===== src/rtl/riscv_pkg.sv =====
// Shared RV32 decode definitions: opcode constants, immediate formats and the
// per-opcode operand/destination usage table used by the operand fetch stage.
package riscv_pkg;

  localparam int XLEN = 32;

  localparam logic [6:0] OPC_LUI    = 7'b0110111;
  localparam logic [6:0] OPC_AUIPC  = 7'b0010111;
  localparam logic [6:0] OPC_JAL    = 7'b1101111;
  localparam logic [6:0] OPC_JALR   = 7'b1100111;
  localparam logic [6:0] OPC_BRANCH = 7'b1100011;
  localparam logic [6:0] OPC_LOAD   = 7'b0000011;
  localparam logic [6:0] OPC_STORE  = 7'b0100011;
  localparam logic [6:0] OPC_OP_IMM = 7'b0010011;
  localparam logic [6:0] OPC_OP     = 7'b0110011;

  typedef enum logic [2:0] {
    IMM_NONE,
    IMM_I,
    IMM_S,
    IMM_B,
    IMM_U,
    IMM_J
  } imm_type_e;

  typedef struct packed {
    logic      legal;
    logic      uses_rs1;
    logic      uses_rs2;
    logic      writes_rd;
    imm_type_e imm_type;
  } decode_t;

  typedef struct packed {
    logic [XLEN-1:0] pc;
    logic [XLEN-1:0] rs1_data;
    logic [XLEN-1:0] rs2_data;
    logic [4:0]      rs1;
    logic [4:0]      rs2;
    logic [4:0]      rd;
    logic [XLEN-1:0] imm;
    logic [6:0]      opcode;
    logic [2:0]      funct3;
    logic            funct7b5;
    logic            illegal;
  } out_t;

  // Any opcode outside the table (including instr[1:0] != 2'b11) decodes as
  // illegal with no operands, no destination and a zero immediate.
  function automatic decode_t decode_opcode(input logic [6:0] opc);
    decode_t d;
    d = '{legal: 1'b0, uses_rs1: 1'b0, uses_rs2: 1'b0, writes_rd: 1'b0,
          imm_type: IMM_NONE};
    case (opc)
      OPC_LUI:    d = '{1'b1, 1'b0, 1'b0, 1'b1, IMM_U};
      OPC_AUIPC:  d = '{1'b1, 1'b0, 1'b0, 1'b1, IMM_U};
      OPC_JAL:    d = '{1'b1, 1'b0, 1'b0, 1'b1, IMM_J};
      OPC_JALR:   d = '{1'b1, 1'b1, 1'b0, 1'b1, IMM_I};
      OPC_BRANCH: d = '{1'b1, 1'b1, 1'b1, 1'b0, IMM_B};
      OPC_LOAD:   d = '{1'b1, 1'b1, 1'b0, 1'b1, IMM_I};
      OPC_STORE:  d = '{1'b1, 1'b1, 1'b1, 1'b0, IMM_S};
      OPC_OP_IMM: d = '{1'b1, 1'b1, 1'b0, 1'b1, IMM_I};
      OPC_OP:     d = '{1'b1, 1'b1, 1'b1, 1'b1, IMM_NONE};
      default:    ;
    endcase
    return d;
  endfunction

endpackage


===== src/rtl/imm_gen.sv =====
// Combinational RV32 immediate generator: sign-extended I/S/B/U/J formats,
// zero for formats without an immediate.
module imm_gen
  import riscv_pkg::*;
(
  input  logic [XLEN-1:0] instr,
  input  imm_type_e       imm_type,
  output logic [XLEN-1:0] imm
);

  // Opcode bits carry no immediate information.
  logic unused_opcode_bits;
  assign unused_opcode_bits = ^instr[6:0];

  always_comb begin
    // NOTE: every always_comb output gets a default first so no path can infer a latch.
    imm = '0;
    case (imm_type)
      IMM_I: imm = {{20{instr[31]}}, instr[31:20]};
      IMM_S: imm = {{20{instr[31]}}, instr[31:25], instr[11:7]};
      IMM_B: imm = {{19{instr[31]}}, instr[31], instr[7], instr[30:25],
                    instr[11:8], 1'b0};
      IMM_U: imm = {instr[31:12], 12'b0};
      IMM_J: imm = {{11{instr[31]}}, instr[31], instr[19:12], instr[20],
                    instr[30:21], 1'b0};
      default: imm = '0;
    endcase
  end

endmodule


===== src/rtl/operand_fetch.sv =====
// Decode/operand-fetch stage: reads the register file, bypasses the current
// write-back, stalls on load-use hazards and presents a registered bundle.
module operand_fetch
  import riscv_pkg::*;
#(
  parameter bit BYPASS_EN = 1'b1
) (
  input  logic            clk,
  input  logic            reset,
  input  logic            in_valid,
  output logic            in_ready,
  input  logic [XLEN-1:0] in_instr,
  input  logic [XLEN-1:0] in_pc,
  output logic [4:0]      rf_addr_a,
  output logic [4:0]      rf_addr_b,
  input  logic [XLEN-1:0] rf_data_a,
  input  logic [XLEN-1:0] rf_data_b,
  input  logic            wb_valid,
  input  logic [4:0]      wb_addr,
  input  logic [XLEN-1:0] wb_data,
  input  logic            ex_load_valid,
  input  logic [4:0]      ex_load_rd,
  input  logic            flush,
  output logic            out_valid,
  input  logic            out_ready,
  output logic [XLEN-1:0] out_pc,
  output logic [XLEN-1:0] out_rs1_data,
  output logic [XLEN-1:0] out_rs2_data,
  output logic [4:0]      out_rs1,
  output logic [4:0]      out_rs2,
  output logic [4:0]      out_rd,
  output logic [XLEN-1:0] out_imm,
  output logic [6:0]      out_opcode,
  output logic [2:0]      out_funct3,
  output logic            out_funct7b5,
  output logic            out_illegal
);

  decode_t         dec;
  logic [4:0]      addr_a;
  logic [4:0]      addr_b;
  logic [XLEN-1:0] imm;
  logic [XLEN-1:0] opnd_a;
  logic [XLEN-1:0] opnd_b;
  logic            hazard;
  logic            transfer;

  out_t out_d, out_q;
  logic out_valid_d, out_valid_q;

  assign dec = decode_opcode(in_instr[6:0]);

  imm_gen u_imm_gen (
    .instr    (in_instr),
    .imm_type (dec.imm_type),
    .imm      (imm)
  );

  // Unused source fields read x0 so they can neither bypass nor stall.
  always_comb begin
    addr_a = dec.uses_rs1 ? in_instr[19:15] : 5'd0;
    addr_b = dec.uses_rs2 ? in_instr[24:20] : 5'd0;
  end

  assign rf_addr_a = addr_a;
  assign rf_addr_b = addr_b;

  always_comb begin
    opnd_a = rf_data_a;
    if (addr_a == 5'd0) begin
      opnd_a = '0;
    end else if (BYPASS_EN && wb_valid && (wb_addr == addr_a)) begin
      opnd_a = wb_data;
    end

    opnd_b = rf_data_b;
    if (addr_b == 5'd0) begin
      opnd_b = '0;
    end else if (BYPASS_EN && wb_valid && (wb_addr == addr_b)) begin
      opnd_b = wb_data;
    end
  end

  assign hazard = ex_load_valid && (ex_load_rd != 5'd0) &&
                  ((ex_load_rd == addr_a) || (ex_load_rd == addr_b));

  assign in_ready = !reset && !flush && !hazard && (!out_valid_q || out_ready);
  assign transfer = in_valid && in_ready;

  // Flush wins over everything; the payload is only ever replaced by a transfer.
  always_comb begin
    out_valid_d = out_valid_q;
    out_d       = out_q;
    if (flush) begin
      out_valid_d = 1'b0;
    end else if (transfer) begin
      out_valid_d    = 1'b1;
      out_d.pc       = in_pc;
      out_d.rs1_data = opnd_a;
      out_d.rs2_data = opnd_b;
      out_d.rs1      = addr_a;
      out_d.rs2      = addr_b;
      out_d.rd       = dec.writes_rd ? in_instr[11:7] : 5'd0;
      out_d.imm      = imm;
      out_d.opcode   = in_instr[6:0];
      out_d.funct3   = in_instr[14:12];
      out_d.funct7b5 = in_instr[30];
      out_d.illegal  = !dec.legal;
    end else if (out_ready) begin
      out_valid_d = 1'b0;
    end
  end

  // NOTE: sequential state uses non-blocking assignments so every flop samples pre-edge values.
  always_ff @(posedge clk or posedge reset) begin
    if (reset) begin
      out_valid_q <= 1'b0;
      out_q       <= '0;
    end else begin
      out_valid_q <= out_valid_d;
      out_q       <= out_d;
    end
  end

  assign out_valid    = out_valid_q;
  assign out_pc       = out_q.pc;
  assign out_rs1_data = out_q.rs1_data;
  assign out_rs2_data = out_q.rs2_data;
  assign out_rs1      = out_q.rs1;
  assign out_rs2      = out_q.rs2;
  assign out_rd       = out_q.rd;
  assign out_imm      = out_q.imm;
  assign out_opcode   = out_q.opcode;
  assign out_funct3   = out_q.funct3;
  assign out_funct7b5 = out_q.funct7b5;
  assign out_illegal  = out_q.illegal;

endmodule


===== config.mk =====
export PLATFORM = sky130hd
export DESIGN_NAME = operand_fetch
export DESIGN_NICKNAME = d
export VERILOG_FILES = /design/src/rtl/riscv_pkg.sv /design/src/rtl/imm_gen.sv /design/src/rtl/operand_fetch.sv
export SDC_FILE = /design/constraint.sdc
export NUM_CORES = 1
export LEC_CHECK = 0
export BUFFER_PORTS_ARGS = -buffer_cell sky130_fd_sc_hd__buf_4
export CAP_MARGIN = 20
export CORE_ASPECT_RATIO = 0.8
export CORE_MARGIN = 2
export CORE_UTILIZATION = 43
export DETAILED_ROUTE_END_ITERATION = 8
export GPL_ROUTABILITY_DRIVEN = 0
export MAX_ROUTING_LAYER = met4
export PLACE_DENSITY = 0.77
export SKIP_LAST_GASP = 1
export SLEW_MARGIN = 20
export SYNTH_ARGS = -nofsm -noshare
export SYNTH_HDL_FRONTEND = slang
export SYNTH_SLANG_ARGS = --single-unit
export TNS_END_PERCENT = 1

===== constraint.sdc =====
create_clock -name clk -period 5.65 [get_ports clk]
set_input_delay 1.13 -clock clk [delete_from_list [all_inputs] [get_ports clk]]
set_output_delay 1.13 -clock clk [all_outputs]
set_load 0.005 [all_outputs]

### Word level (Yosys, flattened, before mapping)

Cells that the tools add are included.

| word-level totals | value |
|---|---|
| RAM bits | 0 |
| memory bits (read-only) | 0 |
| bits of input ports | 177 |
| memories | 0 |
| flip-flop bits (word level) | 156 |
| output and inout bits | 167 |
| latch bits | 0 |

| cells by class | value |
|---|---|
| equal/unequal tests | 18 |
| order comparisons | 0 |
| divide/modulo/power cells | 0 |
| bitwise gates (word level) | 1 |
| reductions and logical operators | 22 |
| mux-type cells | 12 |
| add/subtract/negate cells | 0 |
| $mul | 0 |
| shift operators | 0 |

Operators by type and width:

| kind | number |
|---|---|
| 32-bit case mux with 5 select lines | 1 |
| 32-bit 2-to-1 mux | 4 |
| 7-bit case mux with 6 select lines | 1 |
| 7-bit by 6-bit equality test with 1-bit output (second input constant) | 3 |
| 7-bit equality test (second input constant) | 3 |
| 5-bit equality test | 4 |
| 5-bit 2-to-1 mux | 3 |
| 7-bit by 5-bit equality test with 1-bit output (second input constant) | 2 |
| 5-bit zero test | 2 |
| 1-bit logical AND | 8 |
| 7-bit by 2-bit equality test with 1-bit output (second input constant) | 1 |
| 3-bit by 2-bit equality test with 1-bit output (second input constant) | 2 |
| 3-bit equality test (second input constant) | 2 |
| 1-bit zero test | 5 |
| 5-bit nonzero test | 1 |
| 3-bit by 1-bit equality test with 1-bit output (second input constant) | 1 |
| 1-bit 2-to-1 mux | 3 |
| 3-bit nonzero test | 1 |
| 3-bit OR reduction | 1 |
| 1-bit logical OR | 2 |
| 2-bit AND reduction | 1 |
| 2-bit OR reduction | 1 |
| 1-bit inverter | 1 |

### Longest topological paths before layout

| depth | value |
|---|---|
| word-level depth | 13 |
| gate-level depth with buffers | 11 |
| mapped depth without buffers | 6 |

### Cells and area by module

Synthesis repeated with hierarchy kept, for this count alone.

| unflattened totals | value |
|---|---|
| cell total of the unflattened synthesis | 662 |
| area, all modules | 8493.1 µm² |

Modules (own cells, without submodules):

| module | area each (µm²) | cells an instance | times used | sequential area each (µm²) |
|---|---|---|---|---|
| operand_fetch | 7961.4 | 592 | 1 | 3903.7 |
| imm_gen | 531.8 | 70 | 1 | 0.0 |

### Worst setup path after synthesis

No wires, ideal clock.

| path | value |
|---|---|
| path kind | in2out |
| start point | in in_instr[3] |
| end point | out in_ready |
| data required time | 4520 ps |
| stages | 7 |
| slack | 1978 ps |
| data arrival time | 2542 ps |
| cell sequence | buf_6 -> a211o_1 -> buf_2 -> o31a_1 -> a2111oi_4 -> a21oi_1 -> and2_1 |

| on the way | value |
|---|---|
| longest elaborated chain between the ends | 10 |
| elaborated cells on any way between the ends | 21 |
| those cells by class | 11 x eq/ne; 3 x mux; 7 x reduce/logical |

RTL lines:

| item | line | source |
|---|---|---|
| from (decl) | operand_fetch.sv:12 | `input logic [XLEN-1:0] in_instr,` |
| 7-bit by 5-bit equality test with 1-bit output (tied with other cells) | riscv_pkg.sv:54 | `case (opc)` |
| 3-bit OR reduction (no source line) or 2-bit OR reduction (tied branches) | n/a |  |
| 7-bit case mux with 6 select lines (*) | riscv_pkg.sv:54 |  |
| 5-bit 2-to-1 mux, on equally long branches | operand_fetch.sv:61, operand_fetch.sv:62 |  |
| 5-bit equality test | operand_fetch.sv:85 | `((ex_load_rd == addr_a) \|\| (ex_load_rd == addr_b));` |
| 1-bit logical OR (*) | operand_fetch.sv:85 |  |
| 1-bit logical AND (*) | operand_fetch.sv:84 | `assign hazard = ex_load_valid && (ex_load_rd != 5'd0) &&` |
| 1-bit zero test (*) | operand_fetch.sv:87 | `assign in_ready = !reset && !flush && !hazard && (!out_valid_q \|\| out_ready);` |
| 1-bit logical AND (*) (2 in a row) | operand_fetch.sv:87 |  |
| to (decl) | operand_fetch.sv:11 | `output logic in_ready,` |

Every way passes the cells marked *; elsewhere a longest branch is shown, timed or not.

### Final worst setup path

| path | value |
|---|---|
| start point | in in_instr[6] |
| end point | out in_ready |

The elaborated chain is that of the path after synthesis.

==> results.yml <==
status:
  status: "complete, no violations"
cts:
  clkTransAtPathRegs_ns: 0.07
  cts_buffer_depth: 2
  cts.sinks: 156
  cts_resized: 0
  worstSkewPairLatency_ns: 0.44
  postCtsHoldBufs: 0
  cts_root_buffer: "clkbuf_16"
  numCtsBuffers: 17
  cts_tree: "done"
  htreeDepth: 4
  cts_setup_buffers: 0
setup_path:
  timing.rr.end: "out_rs2_data[19]"
  worstSetupPathType: "primary input to output pin"
  crit_family: "compound AO/OA/AOI/OAI gates"
  reg2reg_from: "out_valid"
  timing.critical_path.buf_inv: 2
  cpPeakStageDelay_ns: 0.44
  cp_max_fo: 16
  worstPathArrival_ns: 2.92
  rrSetupSlack_ns: 3.14
  cp-start-kind: "primary input"
  r2r_cells: 5
  crit_chain: "buf_4 -> a211o_1 -> o31a_1 -> a2111oi_4 -> a21oi_1 -> and2_1 -> buf_4"
  required_ns: 4.52
  slowest_stage: "a211o_1"
  end_kind: "output pin"
  cpMostUsedCell: "buf_4"
sta:
  fmax_mhz: 247
  skew_ns: 0.00768
  timing.slew.headroom: 0.394
  hold_slack_ns: 0.488
  timing.final.setup_violations: 0
  period_share: 0.716
  maxSlewViolCount: 0
  worst_pin_slew_ns: 0.908
  rsz0062_at_grt: "no"
  tns_ns: 0
  hold_viol: 0
  period_needed_ns: 4.05
power:
  vdd_drop_max_mv: 0.201
  total_power_w: 0.00285
  power_leakage_nw: 5.96
  p_per_area_nw_per_um2: 261
placed_design:
  dp_hpwl_um: 17100
  io_buffers: 343
layout:
  n_antenna_cell: 0
  final_util: 0.629
  finish.net_count: 1101
  syn_to_final_growth_pct: 42.9
  layout-drive-gt1-share: 0.441
grt:
  grt_pass1_vias: 6321
  use_met1: 0.322
  grt.met2_usage: 0.376
  grt_max_degree: 115
  grt_busiest_layer: "met2"
  grt_pass1_wl_um: 35300
  grt-ovfl-total: 0
  grt_use_met3: 0.0645
  grt_util_all_layers: 0.248
  antenna_found_initial: 0
yosys:
  async_reset_ff_frac: 1.00
  ys_types: 54
  synth_nets: 772
  yosysSeqAreaShare: 0.510
  synth_warnings: 0
  avgSynthCellArea_sq_um: 12.9
  netlist_instances: 595
  synth_edf_count: 0
  yosys_most_used_dff: "dfrtp_1"
  syn-cell-area_sq_um: 7650
  yosys_register_bits: 156
floorplanning:
  core_area_sq_um: 17400
  chipHeight_um: 123
  num_rows: 43
  io_pins: 344
  die-area_sq_um: 18900
  die-width_um: 153
  start_util: 0.440
detailed_routing:
  drt_iter0_drc: 356
  viasPerCell: 5.39
  antenna_left: 0
  routed_wl_um: 23100
  dr_total_vias: 6259
  wl_per_cell_um: 19.9
  dr.pass1.iters: 5
  drc: 0
worst_hold_path:
  whs_endpoint: "out_rs2_data[22]"
  hold_path.class: "register to register"
  worstHoldPathCells: 1
  min_from: "out_rs2_data[22]"
flow_run:
  maxCapViolCount: 0
-- cell usage in the layout, fill, tap and decap left out, drive strengths merged, types with 8 or more instances in the layout --
cell	n
a21o	20
a21oi	8
buf	351
clkbuf	17
dfrtp	156
inv	28
mux2	79
mux2i	76
nand2	17
nor2	20
o21ai	9
o2bb2ai	64
-- cell type report --
class | count | area, sq um
Fill cell | 1370 | 6450
Clock inverter | 15 | 174
Sequential cell | 156 | 3900
Multi-Input combinational cell | 377 | 3410
Inverter | 21 | 86.3
Tap cell | 225 | 282
Timing Repair Buffer | 351 | 2650
Clock buffer | 17 | 425
-- kinds of logic (layout without fill, tap and decap cells) --
group,count (synthesis),in the layout,share of synthesized area
AO/OA/AOI/OAI,135,135,0.160
XOR/XNOR,7,7,0.00802
buffers and inverters,62,404,0.0478
flip-flops,156,156,0.510
multiplexers,155,155,0.216
AND/OR/NAND/NOR,80,80,0.0577
-- synthesized netlist by cell type (2+ instances only) --
cell type | instances | area (sq um)
o31ai_1 | 2 | 15.0
nand4_1 | 4 | 25.0
buf_4 | 2 | 15.0
inv_1 | 21 | 78.8
or3_1 | 2 | 12.5
mux2i_1 | 76 | 761
buf_2 | 13 | 65.1
o21ai_1 | 3 | 15.0
dfrtp_1 | 156 | 3900
a21o_1 | 20 | 150
nor2b_1 | 2 | 12.5
mux2_1 | 79 | 890
a22o_1 | 4 | 35.0
a21oi_1 | 8 | 40.0
and4_1 | 2 | 17.5
or4_1 | 2 | 15.0
o2bb2ai_1 | 44 | 385
and3b_1 | 2 | 17.5
o2111ai_1 | 2 | 17.5
o32ai_1 | 3 | 26.3
nand2b_1 | 4 | 25.0
a211oi_1 | 4 | 30.0
xnor2_1 | 7 | 61.3
o2bb2ai_2 | 20 | 300
clkbuf_1 | 12 | 45.0
nor2_1 | 20 | 75.1
nand3b_1 | 2 | 15.0
o21ai_0 | 6 | 30.0
nand3_1 | 4 | 20.0
o211a_1 | 2 | 20.0
or2_2 | 2 | 12.5
a31oi_1 | 4 | 25.0
nor4bb_1 | 4 | 40.0
nor3_1 | 3 | 15.0
buf_6 | 13 | 146
nor3b_1 | 2 | 15.0
nand2_1 | 17 | 63.8
and2_1 | 4 | 25.0
o31a_1 | 3 | 26.3
-- layer usage --
metal,share of wire,up-vias,wire length (um)
met5,0,-,0
met4,0.026,0,593
met3,0.077,47,1790
met2,0.47,271,10800
met1,0.43,3062,9940
li1,-,2879,-
-- power by group --
group | switching, W | internal (W) | total (W)
combinational | 0.000189 | 0.000263 | 0.000452
clock | 0.000552 | 0.000595 | 0.00115
sequential | 0.0000464 | 0.00120 | 0.00125
-- state kept, by name, summed over array words and instances (netlist names) --
register and cells:
out_rs2_data 32, out_rs1_data 32, out_opcode 7, out_funct3 3
out_pc 32, out_imm 32, out_funct7b5 1, out_illegal 1
out_rs1 5, out_rs2 5, out_rd 5, out_valid 1
-- through the flow --
| step | instance area (sq um) | cells | setup WS (ns) |
|---|---|---|---|
| after global routing | 10900 | 1162 | 1.51 |
| after floorplan | 7650 | 595 | 0.313 |
| after detailed placement | 10300 | 1130 | 1.57 |
| final | 10900 | 1162 | 1.60 |
| after global placement | 10300 | 1130 | 1.61 |
| after CTS | 10900 | 1162 | 1.63 |
-- how the worst max path moves through the flow --
stage | endpoint | depth (start not counted) | startpoint
CTS | in_ready | 7 | in_instr[6]
global placement | out_pc[21] | 8 | in_instr[6]
global route | in_ready | 7 | in_instr[6]
finish | in_ready | 7 | in_instr[6]
floorplan | out_funct3[0] | 1 | reset
detailed placement | out_pc[10] | 8 | in_instr[6]
(Power assumes the default switching activity.)
